**src/rtl/overlay_sdram_sched.sv**
```systemverilog
// SDRAM channel-1 scheduler for the overlay: byte-paired download writes always win over
// the 32-bit pixel prefetch reads, whose FIFO is restarted from address 0 on every VSync.
module overlay_sdram_sched #(
  parameter int ADDR_W     = 24,
  parameter int FIFO_DEPTH = 4
) (
  input  logic              clk,
  input  logic              reset,
  input  logic              sdram_present,
  input  logic              dl_active,
  input  logic              dl_wr,
  input  logic [24:0]       dl_addr,
  input  logic [7:0]        dl_data,
  input  logic              ce_pix,
  input  logic              hblank,
  input  logic              vblank,
  input  logic              vsync,
  output logic [ADDR_W-1:0] mem_addr,
  output logic [15:0]       mem_din,
  output logic              mem_req,
  output logic              mem_rnw,
  input  logic [31:0]       mem_dout,
  input  logic              mem_ack,
  output logic              use_bg,
  output logic [15:0]       pix_out,
  output logic              underrun,
  output logic              dl_overrun
);
  localparam int PW = $clog2(FIFO_DEPTH);

  typedef enum logic [1:0] {IDLE, WR_WAIT, RD_WAIT} state_t;

  state_t            state_q;
  logic              use_bg_q, vsync_q, epoch_q, rd_epoch_q, half_q;
  logic [7:0]        lat_q;
  logic              slot_full_q;
  logic [ADDR_W-1:0] slot_addr_q, fetch_addr_q, mem_addr_q;
  logic [15:0]       slot_data_q, mem_din_q, pix_q;
  logic              mem_req_q, mem_rnw_q, underrun_q, dl_overrun_q;
  logic [PW-1:0]     wr_ptr_q, rd_ptr_q;
  logic [PW:0]       count_q, count_d;
  logic [31:0]       fifo_mem [FIFO_DEPTH];
  logic [31:0]       head;

  logic fetch_en, restart, consume, fifo_empty, fifo_full;
  logic new_wr, issue_wr, issue_rd, rd_done, push, pop, flush;

  assign fetch_en   = use_bg_q & ~dl_active;
  assign restart    = vsync & ~vsync_q & fetch_en;
  assign consume    = ce_pix & ~hblank & ~vblank & fetch_en;
  assign fifo_empty = (count_q == '0);
  // No read can be in flight while IDLE, so the occupancy alone bounds the next issue.
  assign fifo_full  = (count_q == (PW+1)'(FIFO_DEPTH));
  assign new_wr     = dl_wr & dl_addr[0];
  assign issue_wr   = (state_q == IDLE) & slot_full_q;
  assign issue_rd   = (state_q == IDLE) & ~slot_full_q & fetch_en & ~fifo_full;
  assign rd_done    = (state_q == RD_WAIT) & mem_ack;
  // A read issued before a restart (older epoch) or completing while fetch is off is dropped.
  assign push       = rd_done & (rd_epoch_q == epoch_q) & fetch_en & ~restart;
  assign pop        = consume & ~fifo_empty & half_q;
  assign flush      = ~fetch_en | restart;
  assign head       = fifo_mem[rd_ptr_q];

  always_comb begin
    count_d = count_q;
    if (push & ~pop)
      count_d = count_q + (PW+1)'(1);
    else if (pop & ~push)
      count_d = count_q - (PW+1)'(1);
  end

  always_ff @(posedge clk) begin
    if (push)
      fifo_mem[wr_ptr_q] <= mem_dout;
  end

  always_ff @(posedge clk) begin
    if (reset) begin
      state_q      <= IDLE;
      use_bg_q     <= 1'b0;
      vsync_q      <= 1'b0;
      epoch_q      <= 1'b0;
      rd_epoch_q   <= 1'b0;
      half_q       <= 1'b0;
      lat_q        <= '0;
      slot_full_q  <= 1'b0;
      slot_addr_q  <= '0;
      slot_data_q  <= '0;
      fetch_addr_q <= '0;
      mem_addr_q   <= '0;
      mem_din_q    <= '0;
      mem_req_q    <= 1'b0;
      mem_rnw_q    <= 1'b0;
      pix_q        <= '0;
      underrun_q   <= 1'b0;
      dl_overrun_q <= 1'b0;
      wr_ptr_q     <= '0;
      rd_ptr_q     <= '0;
      count_q      <= '0;
    end else begin
      vsync_q   <= vsync;
      mem_req_q <= 1'b0;
      if (dl_active & sdram_present)
        use_bg_q <= 1'b1;
      if (dl_wr & ~dl_addr[0])
        lat_q <= dl_data;

      // The slot frees as soon as its write is handed to the channel registers.
      if (new_wr & slot_full_q & ~issue_wr) begin
        dl_overrun_q <= 1'b1;
      end else if (new_wr) begin
        slot_full_q <= 1'b1;
        slot_addr_q <= ADDR_W'(dl_addr[24:1]);
        slot_data_q <= {dl_data, lat_q};
      end else if (issue_wr) begin
        slot_full_q <= 1'b0;
      end

      case (state_q)
        IDLE: begin
          if (issue_wr) begin
            mem_req_q  <= 1'b1;
            mem_rnw_q  <= 1'b0;
            mem_addr_q <= slot_addr_q;
            mem_din_q  <= slot_data_q;
            state_q    <= WR_WAIT;
          end else if (issue_rd) begin
            mem_req_q  <= 1'b1;
            mem_rnw_q  <= 1'b1;
            mem_addr_q <= fetch_addr_q;
            rd_epoch_q <= epoch_q;
            state_q    <= RD_WAIT;
          end
        end
        WR_WAIT: if (mem_ack) state_q <= IDLE;
        RD_WAIT: if (mem_ack) state_q <= IDLE;
        default: state_q <= IDLE;
      endcase

      if (flush) begin
        wr_ptr_q     <= '0;
        rd_ptr_q     <= '0;
        count_q      <= '0;
        half_q       <= 1'b0;
        fetch_addr_q <= '0;
      end else begin
        if (push) begin
          wr_ptr_q     <= wr_ptr_q + PW'(1);
          fetch_addr_q <= fetch_addr_q + ADDR_W'(2);
        end
        if (pop)
          rd_ptr_q <= rd_ptr_q + PW'(1);
        count_q <= count_d;
        if (pop)
          half_q <= 1'b0;
        else if (consume & ~fifo_empty)
          half_q <= 1'b1;
      end

      if (restart) begin
        epoch_q    <= ~epoch_q;
        underrun_q <= 1'b0;
      end else if (consume & fifo_empty) begin
        underrun_q <= 1'b1;
      end

      if (~fetch_en)
        pix_q <= '0;
      else if (consume)
        pix_q <= fifo_empty ? 16'h0 : (half_q ? head[31:16] : head[15:0]);
    end
  end

  assign mem_addr   = mem_addr_q;
  assign mem_din    = mem_din_q;
  assign mem_req    = mem_req_q;
  assign mem_rnw    = mem_rnw_q;
  assign use_bg     = use_bg_q;
  assign pix_out    = pix_q;
  assign underrun   = underrun_q;
  assign dl_overrun = dl_overrun_q;
endmodule

```
**config.mk**
```make
export PLATFORM = sky130hd
export DESIGN_NAME = overlay_sdram_sched
export DESIGN_NICKNAME = d
export VERILOG_FILES = /design/src/rtl/overlay_sdram_sched.sv
export SDC_FILE = /design/constraint.sdc
export NUM_CORES = 1
export LEC_CHECK = 0
export BUFFER_PORTS_ARGS = -buffer_cell sky130_fd_sc_hd__buf_2
export CORE_MARGIN = 1
export CORE_UTILIZATION = 57
export CTS_CLUSTER_DIAMETER = 200
export DETAILED_ROUTE_END_ITERATION = 8
export GPL_TIMING_DRIVEN = 1
export MAX_ROUTING_LAYER = met4
export PLACE_DENSITY_LB_ADDON = 0.3
export SYNTH_ARGS = -nofsm -noshare
export SYNTH_HDL_FRONTEND = slang
export SYNTH_SLANG_ARGS = --single-unit
```
**constraint.sdc**
```tcl
create_clock -name clk -period 3.2 [get_ports clk]
set_input_delay 0.48 -clock clk [delete_from_list [all_inputs] [get_ports clk]]
set_output_delay 0.48 -clock clk [all_outputs]
set_load 0.01 [all_outputs]
```
==> results of run 1 <==
## final cells by class
class / count / area (um^2)
clock buffer: 36 / 709
sequential: 276 / 6810
tap: 229 / 287
clock inverter: 14 / 123
inverter: 7 / 26.3
antenna: 2 / 5.00
timing repair buffer: 154 / 846
multi-input combinational: 510 / 3670
fill: 1316 / 5740
## power by group through the flow
stage | clock [mW] | sequential (mW) | combinational, mW
floorplan | 0 | 3.86 | 0.171
global placement | 0 | 3.85 | 0.317
detailed placement | 0 | 3.85 | 0.323
CTS | 3.04 | 3.77 | 0.324
global route | 3.17 | 3.78 | 0.356
finish | 3.00 | 3.77 | 0.322
## per-layer routing
metal,GRT usage,wire length (um)
met3,0.0337,1190
met2,0.376,10500
met4,0.0754,558
met5,-,0
met1,0.317,9510
## final timing paths
kind | depth (start not counted) | startpoint | end
max reg2reg | 10 | state_q[0] | count_q[2]
min reg2reg | 2 | mem_din[15] | mem_din[15]
min | 1 | mem_dout[1] | fifo_mem[3][1]
max | 10 | state_q[0] | count_q[2]
## flip-flops by register name (all words and copies together) (netlist names), named ones only
name          count
fifo_mem        128
mem_addr         24
slot_addr_q      24
fetch_addr_q     23
mem_din          16
pix_out          16
slot_data_q      16
lat_q             8
count_q           3
rd_ptr_q          2
state_q           2
wr_ptr_q          2
dl_overrun        1
epoch_q           1
half_q            1
mem_req           1
mem_rnw           1
rd_epoch_q        1
slot_full_q       1
underrun          1
use_bg            1
vsync_q           1
## cell families (layout without fill, tap and decap cells)
logic type      Yosys count  after routing  share of synthesized area
fa+ha+maj                 9              9                     0.0112
flops                   276            276                      0.634
xor+xnor                 11             11                    0.00967
mux                      86             86                      0.119
simple gates            237            237                      0.109
compound gates          167            167                     0.0925
buf+inv                  60            211                     0.0246
other cells               0              2                          0
## stage by stage
step	utilization	hold slack, ps	worst slack, ps	instance area [um^2]
2_1_floorplan	-	431	665	10700
3_3_place_gp	0.639	439	612	11600
3_5_place_dp	0.639	443	558	11600
4_1_cts	0.685	148	691	12500
5_1_grt	0.685	151	530	12500
6_report	0.685	159	686	12500
## Yosys cell counts (6+ instances only)
cell type	n	area (um^2)
sky130_fd_sc_hd__a211oi_1	24	180
sky130_fd_sc_hd__a21oi_1	103	515
sky130_fd_sc_hd__a22o_1	16	140
sky130_fd_sc_hd__and2_1	8	50.1
sky130_fd_sc_hd__buf_1	6	22.5
sky130_fd_sc_hd__buf_2	9	45.0
sky130_fd_sc_hd__clkbuf_1	32	120
sky130_fd_sc_hd__dfxtp_1	148	2960
sky130_fd_sc_hd__edfxtp_1	128	3840
sky130_fd_sc_hd__ha_1	8	100
sky130_fd_sc_hd__inv_1	7	26.3
sky130_fd_sc_hd__mux2_2	16	180
sky130_fd_sc_hd__mux2i_1	38	380
sky130_fd_sc_hd__mux4_2	32	721
sky130_fd_sc_hd__nand2_1	127	477
sky130_fd_sc_hd__nand2b_1	6	37.5
sky130_fd_sc_hd__nand4_1	10	62.6
sky130_fd_sc_hd__nor2_1	29	109
sky130_fd_sc_hd__o21ai_0	11	55.1
sky130_fd_sc_hd__o31ai_1	8	60.1
sky130_fd_sc_hd__or3_1	12	75.1
sky130_fd_sc_hd__or4_1	10	75.1
==> results by stage, run 1 <==
CTS:
- The tree is rooted in a sky130_fd_sc_hd__clkbuf_16.
- The count of clock tree sinks is 276.
- The clock passes through at most 3 buffers.
- After clock tree synthesis, the clock-pin slew on the worst setup and hold paths is roughly 60 ps.
- The number of CTS-inserted buffers is 27.
- The number of buffers added to fix hold violations after cts is 0.
- The latest clock arrival within the worst-skew pair is 540 ps.
- Gates resized during post-CTS repair numbered 0.
- CTS built an H-tree with a depth of 1.
- The number of buffers added for setup after CTS is 0.
- The CTS tree is yes.

Critical path:
- The worst setup path is captured at a register.
- By startpoint and endpoint, the worst setup path is classified as reg2reg.
- The setup check on the worst reg-to-reg path leaves a slack of 690 ps.
- The sum of buffers and inverters on the critical path is 2.
- Traced cell by cell, the critical path runs through inv_1 -> ha_1 -> and4b_1 -> and3_1 -> ha_1 -> inv_1 -> fa_1 -> xor2_1 -> or3_1 -> a21oi_1.
- The required time at the worst-slack endpoint is 3630 ps.
- The largest delay contributor family on the critical path is simple AND/OR/NAND/NOR gates.
- The worst setup path is launched from a register.
- The highest-delay cell along the critical path is sky130_fd_sc_hd__and4b_1.
- At the worst endpoint, the arrival time is 2940 ps.
- The largest stage delay on the critical path is 390 ps.
- The largest driver fanout on the critical path is 9.

Floorplanning:
- The die covers 19400 um^2.
- Measured along the x axis, the die boundary spans 139 um.
- The placeable core region is approximately 18000 um^2.
- The initial utilization of the core area, before any placement, comes to 0.590.
- Pin placement for this block handled 136 I/O pins.
- From bottom edge to top edge, the die measures 139 um.
- The number of rows in the core area is 49.

STA:
- Setup repair after global routing left no endpoint under its margin.
- The peak clock frequency supported by timing is 398 MHz.
- The post-route minimum period is ~2500 ps.
- Dividing the final minimum period by the clock period gives 0.786.
- The max-slew violation count was 0.
- The worst-case headroom to the max-slew limit is 0.228.
- The clock skew after layout is 28.2 ps.
- The final number of setup-violating endpoints is 0.
- The final-layout setup total negative slack is 0 ps.
- The number of hold-slack violations in the final timing report came to 0.
- At the pin with the least slew margin, the transition time is 1160 ps.

Drt:
- Once detail routing completed, the nets flagged for antenna violations numbered 0.
- The total iterations of the first detailed-routing run is 7.
- Dividing the detail-routed wire length by the instance count gives 17.7 um.
- For this block, the initial DRC count from the detailed router was roughly 570.
- The total via count after detailed routing is 7051.
- The number of DRC violations after detailed routing is 9.
- The via density per instance is between 5 and 6.
- The total wire length is roughly 22 mm.

Pwr:
- The worst-case IR drop observed on VDD is 0.000526 V.
- The total power per unit cell area is roughly 570 nW/um^2.
- The switching share of total power is 0.213.
- The static power due to leakage is 4.37 nW.
- The switching power summed over all nets is roughly 1.5 mW.
- The share of total power dissipated in the clock network is 0.423.
- The part of the power in registers is 0.532.
- The internal power summed over all cells is 5.59 mW.
- Total power for the finished layout comes to 7.09 mW.
- Of the total power, combinational logic draws 0.045.

Synthesis:
- The synthesized cell area is 10700 um^2.
- In this run, synthesis inferred 128 flip-flops with an integrated enable.
- Synthesis produced a netlist with a net count of 930.
- The count of mapped cells out of synthesis is approximately 850.
- Of all flip-flops after synthesis, the portion carrying an async set or reset was 0.
- The synthesis warning total is 0.
- Counting distinct cell types in the post-synthesis netlist gives 52.
- The part of the Yosys area used for sequential elements is 0.634.
- In this run the mean area of a mapped cell was 12.7 um^2.
- After synthesis the netlist holds a flip-flop and latch count of 276.
- The most common flop cell mapped by yosys is sky130_fd_sc_hd__dfxtp_1.

Worst hold path:
- The kind of path behind the tightest hold check is in2reg.

Place:
- The post-detailed-placement half-perimeter wirelength is between 10 and 15 mm.
- Once placement completed, the tool counted placed cells totaling 1176.
- Input and output buffers added on the ports amount to 135.
- The final weighted congestion in routability-driven placement is between 0.7 and 0.8.

GRT:
- The number of global-route vias before repair is 6740.
- The global-route total usage across every layer is 0.237.
- The maximum number of pins on one net before global-route repair is 79.
- The global-route wire length before repair is around 35 mm.
- Summed over all layers, the global routing overflow is 0.
- The initial antenna violation count is 2.

Finish:
- In the final layout, the share of cells above drive strength 1 is 0.253.
- Once layout is complete, the cells apart from fillers number between 1000 and 1500.
- Leaving out fill and tap cells, the most frequent cells in the layout are 147 x sky130_fd_sc_hd__dfxtp_1, 134 x sky130_fd_sc_hd__buf_2, 128 x sky130_fd_sc_hd__edfxtp_1, 127 x sky130_fd_sc_hd__nand2_1, 103 x sky130_fd_sc_hd__a21oi_1.
- The commonest non-fill, non-tap cell in the layout is sky130_fd_sc_hd__dfxtp_1.
- From synthesis to final layout, the design area changed by 16.2%.
- For this run, the post-layout net count is 1060.

Job:
- Across the run, the number of max-cap violations was 0.

Run status:
- The final reports fail on DRC.
- The run finished, with violations left.
Note: power is estimated with default switching activity, not from simulation.
==> run 2, diff against run 1 <==
--- a/config.mk
+++ b/config.mk
@@ -5,9 +5,10 @@
 export SDC_FILE = /design/constraint.sdc
 export NUM_CORES = 1
 export LEC_CHECK = 0
+export ABC_AREA = 1
 export BUFFER_PORTS_ARGS = -buffer_cell sky130_fd_sc_hd__buf_2
 export CORE_MARGIN = 1
-export CORE_UTILIZATION = 57
+export CORE_UTILIZATION = 52
 export CTS_CLUSTER_DIAMETER = 200
 export DETAILED_ROUTE_END_ITERATION = 8
 export GPL_TIMING_DRIVEN = 1
==> constraint.sdc (replaced) <==
create_clock -name clk -period 2.1 [get_ports clk]
set_input_delay 0.315 -clock clk [delete_from_list [all_inputs] [get_ports clk]]
set_output_delay 0.315 -clock clk [all_outputs]
set_load 0.01 [all_outputs]
==> results by stage, run 2 <==
Floorplanning:
- The die covers 21800 um^2.
- In this run the core area contains 52 standard-cell rows.
- The effective utilization at floorplan is 0.539.
- approximately 140 I/O pins were placed.
- The placeable core region is about 20000 um^2.
- The vertical die dimension is 148 um.
- In this run the horizontal extent of the chip is 148 um.

CTS:
- The count of clock tree sinks is 276.
- The clock passes through at most 3 buffers.
- The latest clock arrival within the worst-skew pair is 530 ps.
- The clock transition at the register clock pins on the worst setup and hold paths after CTS is 60 ps.
- Clock tree synthesis inserted a total of 28 buffers.
- The clock tree root driver cell is sky130_fd_sc_hd__clkbuf_16.
- The number of H-tree branching levels is 1.
- The CTS tree is yes.

STA:
- The portion of the clock cycle consumed by the worst path in the final layout is 0.974.
- Setup violations remaining at the end of the flow were counted as 0.
- The worst pin sits at a relative slew slack of 0.593.
- After layout, the minimum clock period comes to 2050 ps.
- Setup repair after global routing could not meet its margin everywhere.
- The final hold slack is 15.9 ps.
- For the final database, setup skew stands at 9.53 ps.
- The slew of the pin with the lowest slew margin is 609 ps.
- The max-slew violation count was 0.
- The number of hold-slack violations in the final timing report is 0.
- Based on the critical path, the design can be clocked at up to 489 MHz.

Critical path:
- The signal on the critical path passes through inv_2 -> ha_4 -> nand2_4 -> nand3b_1 -> nor2_2 -> ha_2 -> inv_4 -> fa_2 -> a21oi_2 -> o21ai_2 -> o21ai_1 -> a21oi_1.
- The sum of buffers and inverters on the critical path is 2.
- Of all nets on the critical path, the largest fanout is 2.
- The largest stage delay on the critical path is approximately 400 ps.
- Broken down by cell family, the worst path's largest delay share belongs to adder cells.
- Across all register-to-register paths, the minimum setup slack is 50 ps.
- The required time at the worst-slack endpoint is 2510 ps.
- The worst setup path is of the reg2reg kind.
- STA puts the critical path data arrival time at 2460 ps.
- The kind of start point of the critical path is a register.
- On the critical path, the stage with the largest delay is an instance of sky130_fd_sc_hd__fa_2.
- STA classifies the critical path endpoint as a register.

Finish:
- In the final layout, the share of cells above drive strength 1 is 0.184.
- In the layout the commonest cells are 307 x sky130_fd_sc_hd__nor2_1, 183 x sky130_fd_sc_hd__o21ai_0, 145 x sky130_fd_sc_hd__dfxtp_1, 135 x sky130_fd_sc_hd__buf_2, 128 x sky130_fd_sc_hd__edfxtp_1.
- The number of flip-flops in the largest register is 128.
- 0 antenna diodes ended up in the layout.
- More flip-flops sit in one register than any other, and that register is fifo_mem.
- The layout overhead on the synthesized area is 20.0%.
- The net count of the finished layout is approximately 1400.
- The library cell used most frequently in the layout, excluding fill and tap cells, is sky130_fd_sc_hd__nor2_1.

Drt:
- The highest metal layer carrying signal wires in the routed design is met4.
- After the first detailed-routing iteration, the DRC count stood at approximately 600.
- The final antenna-violating net count is 0.
- The total iterations of the first detailed-routing run is 5.
- Summed over all layers, the routed wires come to roughly 24 mm.
- Summed over all nets, wire length on met2 after detailed routing comes to 11.7 mm.
- The via density per instance is 5.21.
- The detailed router put a total of 10.7 mm of wire on met1.
- For this run, design rule violations remaining after detail routing come to 0.
- For this block, the via count after detailed routing is ~8600.
- After detailed routing, the average wire length per cell comes to 14.9 um.
- Detailed routing placed a total of 1.42 mm of wire on met3.

Synthesis:
- The part of the Yosys area used for sequential elements is 0.617.
- In this run, synthesis inferred roughly 130 flip-flops with an integrated enable.
- The synthesis warning total is 0.
- The mapped netlist covers 11000 um^2.
- The cell type with the largest total area after synthesis is sky130_fd_sc_hd__edfxtp_1.
- The most common flop cell mapped by yosys is sky130_fd_sc_hd__dfxtp_1.
- In this run, distinct cell masters in the synthesized netlist total 36.
- The number of storage elements in the synthesis netlist is 276.
- Of all flip-flops after synthesis, the portion carrying an async set or reset was 0.
- The most repeated cell in the gate-level netlist after synthesis is sky130_fd_sc_hd__nor2_1.
- The average cell area after synthesis is 9.19 um^2.
- Sorting the synthesized cells by area gives the leading types as sky130_fd_sc_hd__edfxtp_1 35%, sky130_fd_sc_hd__dfxtp_1 27%, sky130_fd_sc_hd__nor2_1 11%.
- Ranked by instance count, the synthesized netlist is headed by 311 x sky130_fd_sc_hd__nor2_1, 185 x sky130_fd_sc_hd__o21ai_0, 148 x sky130_fd_sc_hd__dfxtp_1.
- The count of mapped cells out of synthesis is between 1000 and 1500.
- Of the post-synthesis cell area, the dominant cell type holds 0.348.
- The net count of the mapped netlist is 1285.

Pwr:
- The static power due to leakage is 5.11 nW.
- Power comes to between 10 and 15 mW.
- The total power per unit cell area is 857 nW/um^2.
- The worst-case IR drop observed on VDD is between 0.0006 and 0.0007 V.

GRT:
- Entering global routing, the biggest net connects slightly below 90 pins.
- The number of global-route vias before repair is 8124.
- The global-route congestion overflow total is 0.
- The global-route wire length before repair is 40.2 mm.
- For this run, the total global-route usage over all layers was measured as 0.235.
- The initial antenna violation count is 0.

Job:
- The number of violations of the max-capacitance limit is 0.

Worst hold path:
- In this run the worst hold path is classified as in2reg.

Run status:
- The flow ran to the end, and the final reports show no timing, DRC or antenna violations.

Place:
- The count of port buffers added during placement is approximately 140.
- The post-detailed-placement half-perimeter wirelength is approximately 16 mm.
- At the end of routability-driven placement, the weighted congestion stood at 0.884.
run 2: cell types whose count changed in the layout (fill, tap and decap cells not counted), sizes merged, moves of 10 or more:
cell         delta
nor2          +290
o21ai         +179
inv            +68
a21oi          -44
nand3          +40
mux2i          -37
mux4           -32
a211oi         -24
dlygate4sd3    +17
a22o           -16
mux2           -16
o211ai         +16
or3            -13
or4            -10
run 2: path summary, 6_finish.rpt:
| check | startpoint | end | depth (start not counted) |
|---|---|---|---|
| setup / recovery | state_q[0] | count_q[2] | 12 |
| hold / removal | dl_addr[1] | slot_addr_q[0] | 3 |
| setup reg to reg | state_q[0] | count_q[2] | 12 |
| hold reg to reg | slot_addr_q[23] | slot_addr_q[23] | 2 |
run 2: layout make-up:
type,count,area [um^2]
clock buffers,37,840
clock inverters,15,110
multi-input cells,788,3690
flip-flops and latches,276,6810
repair buffers,180,1170
fillers,1669,7250
well taps,270,338
inverters,76,288
run 2: kinds of logic (layout without fill, tap and decap cells):
kind of cell	after synthesis	count (layout)	synth area share
compound gates	266	266	0.125
xor+xnor	8	8	0.00635
fa+ha+maj	9	9	0.0109
buf+inv	137	308	0.0530
flops	276	276	0.617
mux	1	1	0.000907
simple gates	504	504	0.188
run 2: what timing repair did:
action,CTS,global route
hold buffers,16,1
gates resized for setup,0,16
setup endpoints to repair,0,2
setup buffers,0,2
hold endpoints to repair,59,3
run 2: stage by stage:
stage,cell area (um^2),setup TNS [ps],instances,util,setup WS [ps]
global route,13200,-81.9,1642,0.646,-81.9
CTS,13200,0,1639,0.643,3.99
finish,13200,0,1642,0.646,54.8
floorplan,11000,-24940,1201,-,-195
global placement,12100,0,1571,0.589,92.2
detailed placement,12100,0,1571,0.589,41.9
run 2: power by group:
group          switching, mW  internal, mW
combinational          0.340         0.225
sequential            0.0569          5.75
clock                   2.05          2.94
total                   2.44          8.91
run 2: worst register-to-register path: stages, from the launching register on:
cell and delay [ps]:
sky130_fd_sc_hd__dfxtp_2 320, sky130_fd_sc_hd__inv_2 80, sky130_fd_sc_hd__ha_4 150, sky130_fd_sc_hd__nand2_4 50, sky130_fd_sc_hd__nand3b_1 160, sky130_fd_sc_hd__nor2_2 140
sky130_fd_sc_hd__ha_2 200, sky130_fd_sc_hd__inv_4 40, sky130_fd_sc_hd__fa_2 400, sky130_fd_sc_hd__a21oi_2 150, sky130_fd_sc_hd__o21ai_2 70, sky130_fd_sc_hd__o21ai_1 130
sky130_fd_sc_hd__a21oi_1 50
run 2: metal layers:
metal	track usage	vias to the layer above
li1	-	4304
met4	0.0675	0
met3	0.0315	47
met5	-	-
met2	0.387	241
met1	0.303	3963
==> run 3, diff against run 2 <==
--- a/config.mk
+++ b/config.mk
@@ -5,7 +5,7 @@
 export SDC_FILE = /design/constraint.sdc
 export NUM_CORES = 1
 export LEC_CHECK = 0
-export ABC_AREA = 1
+export ABC_AREA = 0
 export BUFFER_PORTS_ARGS = -buffer_cell sky130_fd_sc_hd__buf_2
 export CORE_MARGIN = 1
 export CORE_UTILIZATION = 52
==> results by stage, run 3 (synthesis gave the netlist of run 1 again) <==
Run status:
- The run finished with clean final reports.

Floorplanning:
- The die outline width is about 150 um.
- After floorplanning, the core was sized to cover 20200 um^2.
- In this run the count of I/O pins placed on the die edge is 136.
- The effective utilization at floorplan is 0.531.
- The die area is about 21000 um^2.
- The vertical die dimension is between 100 and 150 um.
- Row generation in the floorplan step produced 52 rows.

Pwr:
- The peak ir drop on the vdd network is 0.000730 V.
- The total power per unit cell area is 852 nW/um^2.
- For this design the static power due to leakage is 4.66 nW.

STA:
- The worst-case headroom to the max-slew limit is 0.369.
- The final-layout setup total negative slack is 0 ps.
- The slew of the pin with the lowest slew margin is roughly 950 ps.
- The number of hold-slack violations in the final timing report is 0.
- The post-route minimum period is 2080 ps.
- Between clock sinks in the finished design, the worst skew comes to 5.79 ps.
- The portion of the clock cycle consumed by the worst path in the final layout is 0.990.
- Setup violations remaining at the end of the flow were counted as 0.
- Setup repair after global routing could not meet its margin everywhere.
- The peak clock frequency supported by timing is 481 MHz.
- The max-slew violation count is 0.

Place:
- In this run the cell area measured after placement is 11900 um^2.
- The number of placed instances with taps included is 1237.
- The wire-length estimate of the detail-placed layout is 14.0 mm.
- The count of port buffers added during placement is 135.
- Routability-driven placement finished with a final weighted congestion of 0.779.

Critical path:
- The worst-case reg-to-reg path depth is 10.
- The highest-delay cell along the critical path is sky130_fd_sc_hd__fa_2.
- In this run the worst path has a maximum fanout of 2.
- At the worst endpoint, the required time is 2560 ps.
- In this run the critical register-to-register path is launched from state_q[0].
- The worst register-to-register path has a setup slack of between 20 and 25 ps.
- The largest stage delay on the critical path is 330 ps.
- The critical path start-end classification is reg2reg.
- The end of the worst register-to-register path is count_q[2].
- STA classifies the critical path startpoint as a register.
- STA classifies the critical path endpoint as a register.
- The critical path goes through inv_2 -> ha_1 -> and4b_1 -> and3_4 -> ha_4 -> inv_1 -> fa_2 -> xor2_1 -> or3_1 -> a21oi_1.
- The data arrival at the endpoint of the critical path is between 2000 and 3000 ps.

Finish:
- The commonest non-fill, non-tap cell in the layout is sky130_fd_sc_hd__dfxtp_1.
- The register area is 6810 um^2.
- In the final layout, the share of cells above drive strength 1 is 0.275.
- The core occupancy in the finished layout is 0.650.
- The register with the most flip-flops in the layout has 128 of them.
- fifo_mem holds more flip-flops than any other register.
- Compared with the post-synthesis result, the final layout area differs by 22.4%.
- Excluding fillers, the count of instances in the completed layout stands at 1320.
- The number of fillers in the final layout is approximately 1500.
- Leaving out fill and tap cells, the most frequent cells in the layout are 147 x sky130_fd_sc_hd__dfxtp_1, 134 x sky130_fd_sc_hd__buf_2, 128 x sky130_fd_sc_hd__edfxtp_1, 127 x sky130_fd_sc_hd__nand2_1, 103 x sky130_fd_sc_hd__a21oi_1.
- The post-layout instance area is 13100 um^2.
- The combined area of the multi-input logic cells is 3700 um^2.
- The net count of the finished layout is between 1000 and 1500.

Worst hold path:
- The worst hold path terminates at fifo_mem[1][14].
- The cell count of the worst hold path is 1.
- In this run the most critical hold path is launched from mem_dout[14].
- The worst hold path belongs to the class in2reg.

GRT:
- The global-route wire length before repair is 36.7 mm.
- The global-route total usage across every layer is 0.221.
- After global routing the overflow that remains totals 0.
- The initial antenna violation count is 3.
- The maximum number of pins on one net before global-route repair is 87.
- The number of global-route vias before repair is 7101.

Drt:
- After detailed routing, the total wire length is approximately 23 mm.
- The final antenna-violating net count is 0.
- The first TritonRoute pass finished after 6 iterations.
- The total via count after detailed routing is 7191.
- After detailed routing, the number of remaining DRC violations is 0.
- The routed wirelength normalized by instance count is 17.2 um.
- In the routed layout, each cell is associated on average with a via count of about 5.4.
- The detailed router finished its first iteration with 388 violations.

CTS:
- The CTS tree is yes.
- The later pin in the worst-skew pair is clocked with a latency of 530 ps.
- CTS built an H-tree with a depth of 1.
- Counting along the longest clock path gives a buffer depth of 3.
- The number of CTS-inserted buffers is 28.
- Clock-pin slew was measured on the worst setup and hold paths at 60 ps.
- The clock tree root driver cell is sky130_fd_sc_hd__clkbuf_16.
- The count of clock tree sinks is ~280.
- Post-CTS timing repair inserted 0 buffers for setup.

Job:
- Max-cap violations in this run came to 0.
## run 3: cell types whose count changed in the layout (fill, tap and decap cells not counted), sizes merged, moves of 13 or more
cell    delta
a211oi    +24
mux4      +32
nor2     -290
mux2i     +37
or3       +13
mux2      +16
a22o      +16
inv       -68
o211ai    -16
nand3     -40
a21oi     +44
o21ai    -179
## run 3: metrics by stage
| stage | hold WS (ps) | power, mW | worst slack [ps] |
|---|---|---|---|
| finish | 21.6 | 11.2 | 20.7 |
| global route | 3.41 | 11.6 | -71.7 |
| CTS | 0.716 | 11.3 | 6.01 |
| detailed placement | 444 | 6.37 | -259 |
| global placement | 438 | 6.36 | -209 |
| floorplan | 414 | 6.14 | -152 |
## run 3: how the worst max path moves through the flow
stage / start / to / slack [ps] / cells after the start
4_1_cts: state_q[0] / count_q[2] / 6 / 10
2_1_floorplan: count_q[0] / count_q[2] / -150 / 8
5_1_grt: state_q[0] / count_q[2] / -70 / 10
3_5_place_dp: hblank / count_q[2] / -260 / 9
3_3_place_gp: hblank / count_q[2] / -210 / 9
6_report: state_q[0] / count_q[2] / 20 / 10
## run 3: per-layer routing
| metal | share of wire | routed length [um] | track usage |
|---|---|---|---|
| met1 | 0.45 | 10300 | 0.294 |
| met2 | 0.48 | 10900 | 0.352 |
| met3 | 0.051 | 1150 | 0.0342 |
| met4 | 0.015 | 349 | 0.0647 |
| met5 | 0 | 0 | - |
## run 3: critical path, delay by kind of cell, from the launching register on
family                     cells  cell delay (ps)
buffers and inverters          2              100
DFF                            1              310
AOI/OAI and AO/OA              1              130
and+or+nand+nor                3              720
xor gates and xnor gates       1              150
adders and majority gates      3              600
## run 3: cell type report
cell class,count,area share
Sequential cell,276,0.518
Antenna cell,3,0.000571
Inverter,7,0.00200
Tap cell,270,0.0257
Clock inverter,14,0.00971
Multi-Input combinational cell,510,0.281
Timing Repair Buffer,202,0.103
Clock buffer,38,0.0601
## run 3: what timing repair did
action | 4_1_cts | 5_1_grt
resized for setup | 3 | 0
setup endpoints to repair | 1 | 1
pin swaps | 2 | 0
endpoints found under the hold margin | 109 | 0
hold buffers | 28 | 0
## run 3: where the power goes
part	internal [mW]	switching (mW)	leakage [nW]
sequential	5.71	0.0432	2.35
combinational	0.235	0.316	1.86
clock	2.88	2.02	0.445
